--- src/rtl/reg_wb_arb.sv ---
// Writeback arbiter between the EX result path and a buffered MDU result FIFO,
// with an optional pending-write scoreboard enabled by REG_WB_SCOREBOARD_EN.
module reg_wb_arb #(
    parameter int STARVE_MAX = 3,
    parameter int FIFO_DEPTH = 2
) (
    input  logic        clk,
    input  logic        rst,
    input  logic        ex_valid,
    output logic        ex_ready,
    input  logic [4:0]  ex_waddr,
    input  logic [31:0] ex_wdata,
    input  logic        mdu_valid,
    output logic        mdu_ready,
    input  logic [4:0]  mdu_waddr,
    input  logic [31:0] mdu_wdata,
    input  logic        iss_valid,
    input  logic [4:0]  iss_rd,
    input  logic [4:0]  rs1_addr,
    input  logic [4:0]  rs2_addr,
    output logic        hz_rs1,
    output logic        hz_rs2,
    output logic        hz_rd,
    output logic        reg_wen,
    output logic [4:0]  reg_waddr,
    output logic [31:0] reg_wdata
);

    localparam int PW = $clog2(FIFO_DEPTH);
    localparam logic [PW:0] DEPTH_C = FIFO_DEPTH[PW:0];
    localparam logic [3:0] STARVE_C = STARVE_MAX[3:0];

    logic [4:0]    fifo_addr_q [FIFO_DEPTH];
    logic [4:0]    fifo_addr_d [FIFO_DEPTH];
    logic [31:0]   fifo_data_q [FIFO_DEPTH];
    logic [31:0]   fifo_data_d [FIFO_DEPTH];
    logic [PW-1:0] wr_ptr_q, wr_ptr_d;
    logic [PW-1:0] rd_ptr_q, rd_ptr_d;
    logic [PW:0]   count_q, count_d;
    logic [3:0]    starve_q, starve_d;
    logic          reg_wen_q, reg_wen_d;
    logic [4:0]    reg_waddr_q, reg_waddr_d;
    logic [31:0]   reg_wdata_q, reg_wdata_d;

    logic          fifo_nonempty;
    logic          force_mdu;
    logic          grant_mdu;
    logic          grant_ex;
    logic          push;
    logic [4:0]    head_addr;
    logic [31:0]   head_data;

    assign fifo_nonempty = (count_q != '0);
    assign head_addr     = fifo_addr_q[rd_ptr_q];
    assign head_data     = fifo_data_q[rd_ptr_q];

    // Ready comes from the registered count only, so a same-cycle pop never opens a slot.
    assign mdu_ready = (count_q < DEPTH_C);
    assign push      = mdu_valid && mdu_ready;

    assign force_mdu = fifo_nonempty && (starve_q == STARVE_C);
    assign grant_mdu = force_mdu || (fifo_nonempty && !ex_valid);
    assign grant_ex  = !grant_mdu && ex_valid;
    assign ex_ready  = !force_mdu;

    always_comb begin
        fifo_addr_d = fifo_addr_q;
        fifo_data_d = fifo_data_q;
        wr_ptr_d    = wr_ptr_q;
        rd_ptr_d    = rd_ptr_q;
        count_d     = count_q;
        if (push) begin
            fifo_addr_d[wr_ptr_q] = mdu_waddr;
            fifo_data_d[wr_ptr_q] = mdu_wdata;
            wr_ptr_d              = wr_ptr_q + 1'b1;
        end
        if (grant_mdu) begin
            rd_ptr_d = rd_ptr_q + 1'b1;
        end
        case ({push, grant_mdu})
            2'b10:   count_d = count_q + 1'b1;
            2'b01:   count_d = count_q - 1'b1;
            default: count_d = count_q;
        endcase
    end

    always_comb begin
        starve_d = starve_q;
        if (!fifo_nonempty || grant_mdu) begin
            starve_d = 4'd0;
        end else if (grant_ex && (starve_q != STARVE_C)) begin
            starve_d = starve_q + 4'd1;
        end
    end

    // Unselected cycles keep the last address/data so the write port bus stays quiet.
    always_comb begin
        reg_wen_d   = 1'b0;
        reg_waddr_d = reg_waddr_q;
        reg_wdata_d = reg_wdata_q;
        if (grant_mdu) begin
            reg_wen_d   = (head_addr != 5'd0);
            reg_waddr_d = head_addr;
            reg_wdata_d = head_data;
        end else if (grant_ex) begin
            reg_wen_d   = (ex_waddr != 5'd0);
            reg_waddr_d = ex_waddr;
            reg_wdata_d = ex_wdata;
        end
    end

    always_ff @(posedge clk) begin
        fifo_addr_q <= fifo_addr_d;
        fifo_data_q <= fifo_data_d;
    end

    always_ff @(posedge clk) begin
        if (rst) begin
            wr_ptr_q    <= '0;
            rd_ptr_q    <= '0;
            count_q     <= '0;
            starve_q    <= 4'd0;
            reg_wen_q   <= 1'b0;
            reg_waddr_q <= 5'd0;
            reg_wdata_q <= 32'd0;
        end else begin
            wr_ptr_q    <= wr_ptr_d;
            rd_ptr_q    <= rd_ptr_d;
            count_q     <= count_d;
            starve_q    <= starve_d;
            reg_wen_q   <= reg_wen_d;
            reg_waddr_q <= reg_waddr_d;
            reg_wdata_q <= reg_wdata_d;
        end
    end

    assign reg_wen   = reg_wen_q;
    assign reg_waddr = reg_waddr_q;
    assign reg_wdata = reg_wdata_q;

`ifdef REG_WB_SCOREBOARD_EN
    logic [31:0] busy_q, busy_d;

    // Issue is applied after the clear so a same-cycle re-issue keeps the register busy.
    always_comb begin
        busy_d = busy_q;
        if (grant_mdu) begin
            busy_d[head_addr] = 1'b0;
        end
        if (iss_valid && (iss_rd != 5'd0)) begin
            busy_d[iss_rd] = 1'b1;
        end
        busy_d[0] = 1'b0;
    end

    always_ff @(posedge clk) begin
        if (rst) begin
            busy_q <= 32'd0;
        end else begin
            busy_q <= busy_d;
        end
    end

    assign hz_rs1 = busy_q[rs1_addr];
    assign hz_rs2 = busy_q[rs2_addr];
    assign hz_rd  = iss_valid && busy_q[iss_rd];
`else
    logic unused_sb;
    assign unused_sb = ^{iss_valid, iss_rd, rs1_addr, rs2_addr};
    assign hz_rs1 = 1'b0;
    assign hz_rs2 = 1'b0;
    assign hz_rd  = 1'b0;
`endif

endmodule

--- config.mk ---
export PLATFORM = sky130hd
export DESIGN_NAME = reg_wb_arb
export DESIGN_NICKNAME = d
export VERILOG_FILES = /design/src/rtl/reg_wb_arb.sv
export SDC_FILE = /design/constraint.sdc
export NUM_CORES = 1
export LEC_CHECK = 0
export ABC_AREA = 1
export BUFFER_PORTS_ARGS = -buffer_cell sky130_fd_sc_hd__buf_2
export CORE_ASPECT_RATIO = 0.8
export CORE_MARGIN = 8
export CORE_UTILIZATION = 37
export CTS_BUF_LIST = sky130_fd_sc_hd__clkbuf_16
export DETAILED_ROUTE_END_ITERATION = 10
export PLACE_DENSITY = 0.61
export SYNTH_ARGS = -nofsm -noshare
export SYNTH_HDL_FRONTEND = slang
export SYNTH_SLANG_ARGS = --single-unit
--- constraint.sdc ---
create_clock -name clk -period 7.1 [get_ports clk]
set_clock_uncertainty 0.1 [all_clocks]
set_input_delay 1.42 -clock clk [delete_from_list [all_inputs] [get_ports clk]]
set_output_delay 1.42 -clock clk [all_outputs]
set_load 0.02 [all_outputs]
==> metrics <==
status=finished, final reports clean; Starting Density=38.2%; # diodes=0; critical path endpoint=ex_ready; reg2reg end=count_q[1]$_SDFFE_PP0P_; number of enable flip-flop cells after synthesis=74; worst path cell trace=inv_2 -> nand2_4 -> nand3_4 -> buf_2; Root Buffer=clkbuf_16; # placed instances=804; CTS-repair resized insts=0; drt pass-1 iters=6; vias in the first global route=3861; R2R depth=10; antenna violations before repair=1; Critical Path Start=count_q[0]$_SDFFE_PP0P_; Final period util=a little over two fifths; MaxCap Viol Count=0; Post-Syn Area=between 5000 and 6000 um2; die height=122 um; Placement Rows=38; final WL=12.6 mm; global-route wire length before repair=about 20 mm; Period minus WS final=3.05 ns; count leader, synth=nand2_1; most frequent cells after synthesis=145 x nand2_1, 74 x edfxtp_1, 59 x inv_1; 1st-iter DRT viols=around 220; area grow syn2layout=21.6%; Residual DRC=0; Crit Path Max Fanout=21; Req. time, crit path=5.58 ns; fmax=~0.33 GHz; die area=18200 um2; Yosys top cell by area=edfxtp_1; CORE AREA=between 10000 and 15000 um2; worst slew pin tran=roughly 1.2 ns; cell area after layout=6340 um2; IR drop worst, VDD=181 uV; cts hold-fix bufs=0; Vias per Instance=4.57; Worst path max stage delay=about 0.37 ns; GR Overflow Total=0; CTS Buf Count=17; Lkg Pwr=between 2 and 3 nW; Post-Route Utilization=a little under half; DR vias=~3.8k; sequential share of the synthesized area=about three fifths; average cell area after synthesis=approximately 9.8 um2; Yosys reg bits=between 100 and 150; asr flop ratio synth=0%; Synth area leaders=edfxtp_1 43%, dfxtp_1 18%, nand2_1 10%; power per cell area=363 nW/um2; total power=0.00230 W; Slew Limit Headroom=a little under a quarter; GRT Total Usage=between 10% and 20%; number of setup violations in the final report=0; Hold Vio Cnt, Final=0; Skew-Pair Late Insertion Delay=a little over 0.4 ns; RSZ-0062 raised after global routing=false; Final Instance Count excl. Fillers=836; Avg WL per Cell=15.1 um; largest net degree at the start of global routing=39; critical path class=reg2out; CP Launch Type=flop; crit-path leading delay family=simple AND/OR/NAND/NOR gates; Worst path depth=4; antenna viol nets, final=0; Max Slew Vio Count=0; Num Clock Sinks=120; layout cells sized above 1=27.4%; r2r setup slk=slightly below 5 ns; Reg-to-Reg Start=starve_q[0]$_SDFFE_PP0P_; worst path arrival time=1.53 ns; Post-DP HPWL=8.45 mm; Min-Delay Path Class=reg2reg; synth warn=0; ys flop type=edfxtp_1; Worst-path clk slew=0.05 ns; I/O Pins=~140; WP buf/inv=2; setup TNS=0 ns; port bufs=117; Placed Area=between 5000 and 6000 um2; Synth top area share=between 40% and 50%; postcts setup bufs=0; Chip Width=around 150 um; CTS max path bufs=2; CTS tree=yes; crit end category=output pin; slowest CP cell=dfxtp_1; Mapped Cells=534; htree depth=4; Yosys cell types=34; GPL Wtd Cong=a little under 0.8; Final #Nets=roughly 740
==> routing by layer <==
layer	part of all wire, %	vias to the layer above	wire length [um]	GRT usage, %
met2	48	113	6030	23.6
li1	-	1958	-	-
met3	8.3	15	1040	6.00
met1	43	1730	5370	16.4
met4	1.3	2	168	6.10
met5	0.087	-	11	0
==> cell usage in the layout (no fill, tap or decap) <==
| master | instances |
|---|---|
| nor2_1 | 24 |
| nand2_4 | 3 |
| clkinv_2 | 4 |
| clkinv_1 | 4 |
| clkbuf_16 | 17 |
| dfxtp_1 | 46 |
| edfxtp_1 | 74 |
| inv_2 | 3 |
| nor2_4 | 3 |
| nor3_1 | 1 |
| inv_1 | 62 |
| nand2_2 | 10 |
| nand3b_1 | 1 |
| o211ai_1 | 1 |
| xnor2_1 | 1 |
| ha_1 | 2 |
| conb_1 | 3 |
| clkinvlp_4 | 1 |
| inv_8 | 1 |
| a21oi_2 | 5 |
| o21ai_1 | 14 |
| nand2_8 | 1 |
| o21ai_2 | 5 |
| nand3_4 | 1 |
| bufinv_16 | 3 |
| o21ai_0 | 34 |
| buf_4 | 2 |
| nand3_1 | 46 |
| nand2_1 | 145 |
| nand3_2 | 4 |
| buf_2 | 117 |
| a21oi_1 | 17 |
| xor2_1 | 1 |
==> kinds of logic (layout without fill, tap and decap cells) <==
logic type	after synthesis	count (layout)	synth area share [%]
DFF	120	120	60.3
and+or+nand+nor	239	239	20.5
other	1	3	0.0719
adders and majority gates	2	2	0.480
xor gates and xnor gates	2	2	0.336
buffers and inverters	94	214	10.3
AOI/OAI and AO/OA	76	76	8.06
==> stage by stage <==
step	setup slack [ns]	hold slack (ns)
6_report	4.05	0.380
5_1_grt	3.88	0.394
3_5_place_dp	3.62	0.361
2_1_floorplan	3.47	0.318
3_3_place_gp	3.63	0.326
4_1_cts	4.04	0.370
==> state kept, by name, summed over array words and instances (netlist names) <==
name,cells
fifo_data_q,64
wr_ptr_q,1
reg_wdata,32
count_q,2
fifo_addr_q,10
reg_wen,1
rd_ptr_q,1
starve_q,4
reg_waddr,5
==> layout make-up <==
cell class | count | area [um2]
clock buffers | 17 | 425
clock inverters | 15 | 144
fillers | 1302 | 7300
inverters | 63 | 244
multi-input cells | 322 | 1560
flip-flops and latches | 120 | 3140
well taps | 180 | 225
repair buffers | 119 | 601
==> power by group <==
| group | switching [W] | internal, W | total (W) | leakage (nW) |
|---|---|---|---|---|
| sequential | 0.0000405 | 0.000862 | 0.000903 | 1.07 |
| combinational | 0.000410 | 0.000164 | 0.000574 | 1.62 |
| clock | 0.000288 | 0.000538 | 0.000826 | 0.290 |
| total | 0.000739 | 0.00156 | 0.00230 | 2.98 |
==> how the worst min path moves through the flow <==
stage	cells past startpoint	from	end
6_report	1	starve_q[0]$_SDFFE_PP0P_	starve_q[0]$_SDFFE_PP0P_
3_5_place_dp	1	starve_q[0]$_SDFFE_PP0P_	starve_q[0]$_SDFFE_PP0P_
5_1_grt	1	starve_q[0]$_SDFFE_PP0P_	starve_q[0]$_SDFFE_PP0P_
2_1_floorplan	1	starve_q[0]$_SDFFE_PP0P_	starve_q[0]$_SDFFE_PP0P_
4_1_cts	1	starve_q[0]$_SDFFE_PP0P_	starve_q[0]$_SDFFE_PP0P_
3_3_place_gp	1	starve_q[0]$_SDFFE_PP0P_	starve_q[0]$_SDFFE_PP0P_
Power figures use the tool's default switching activity.
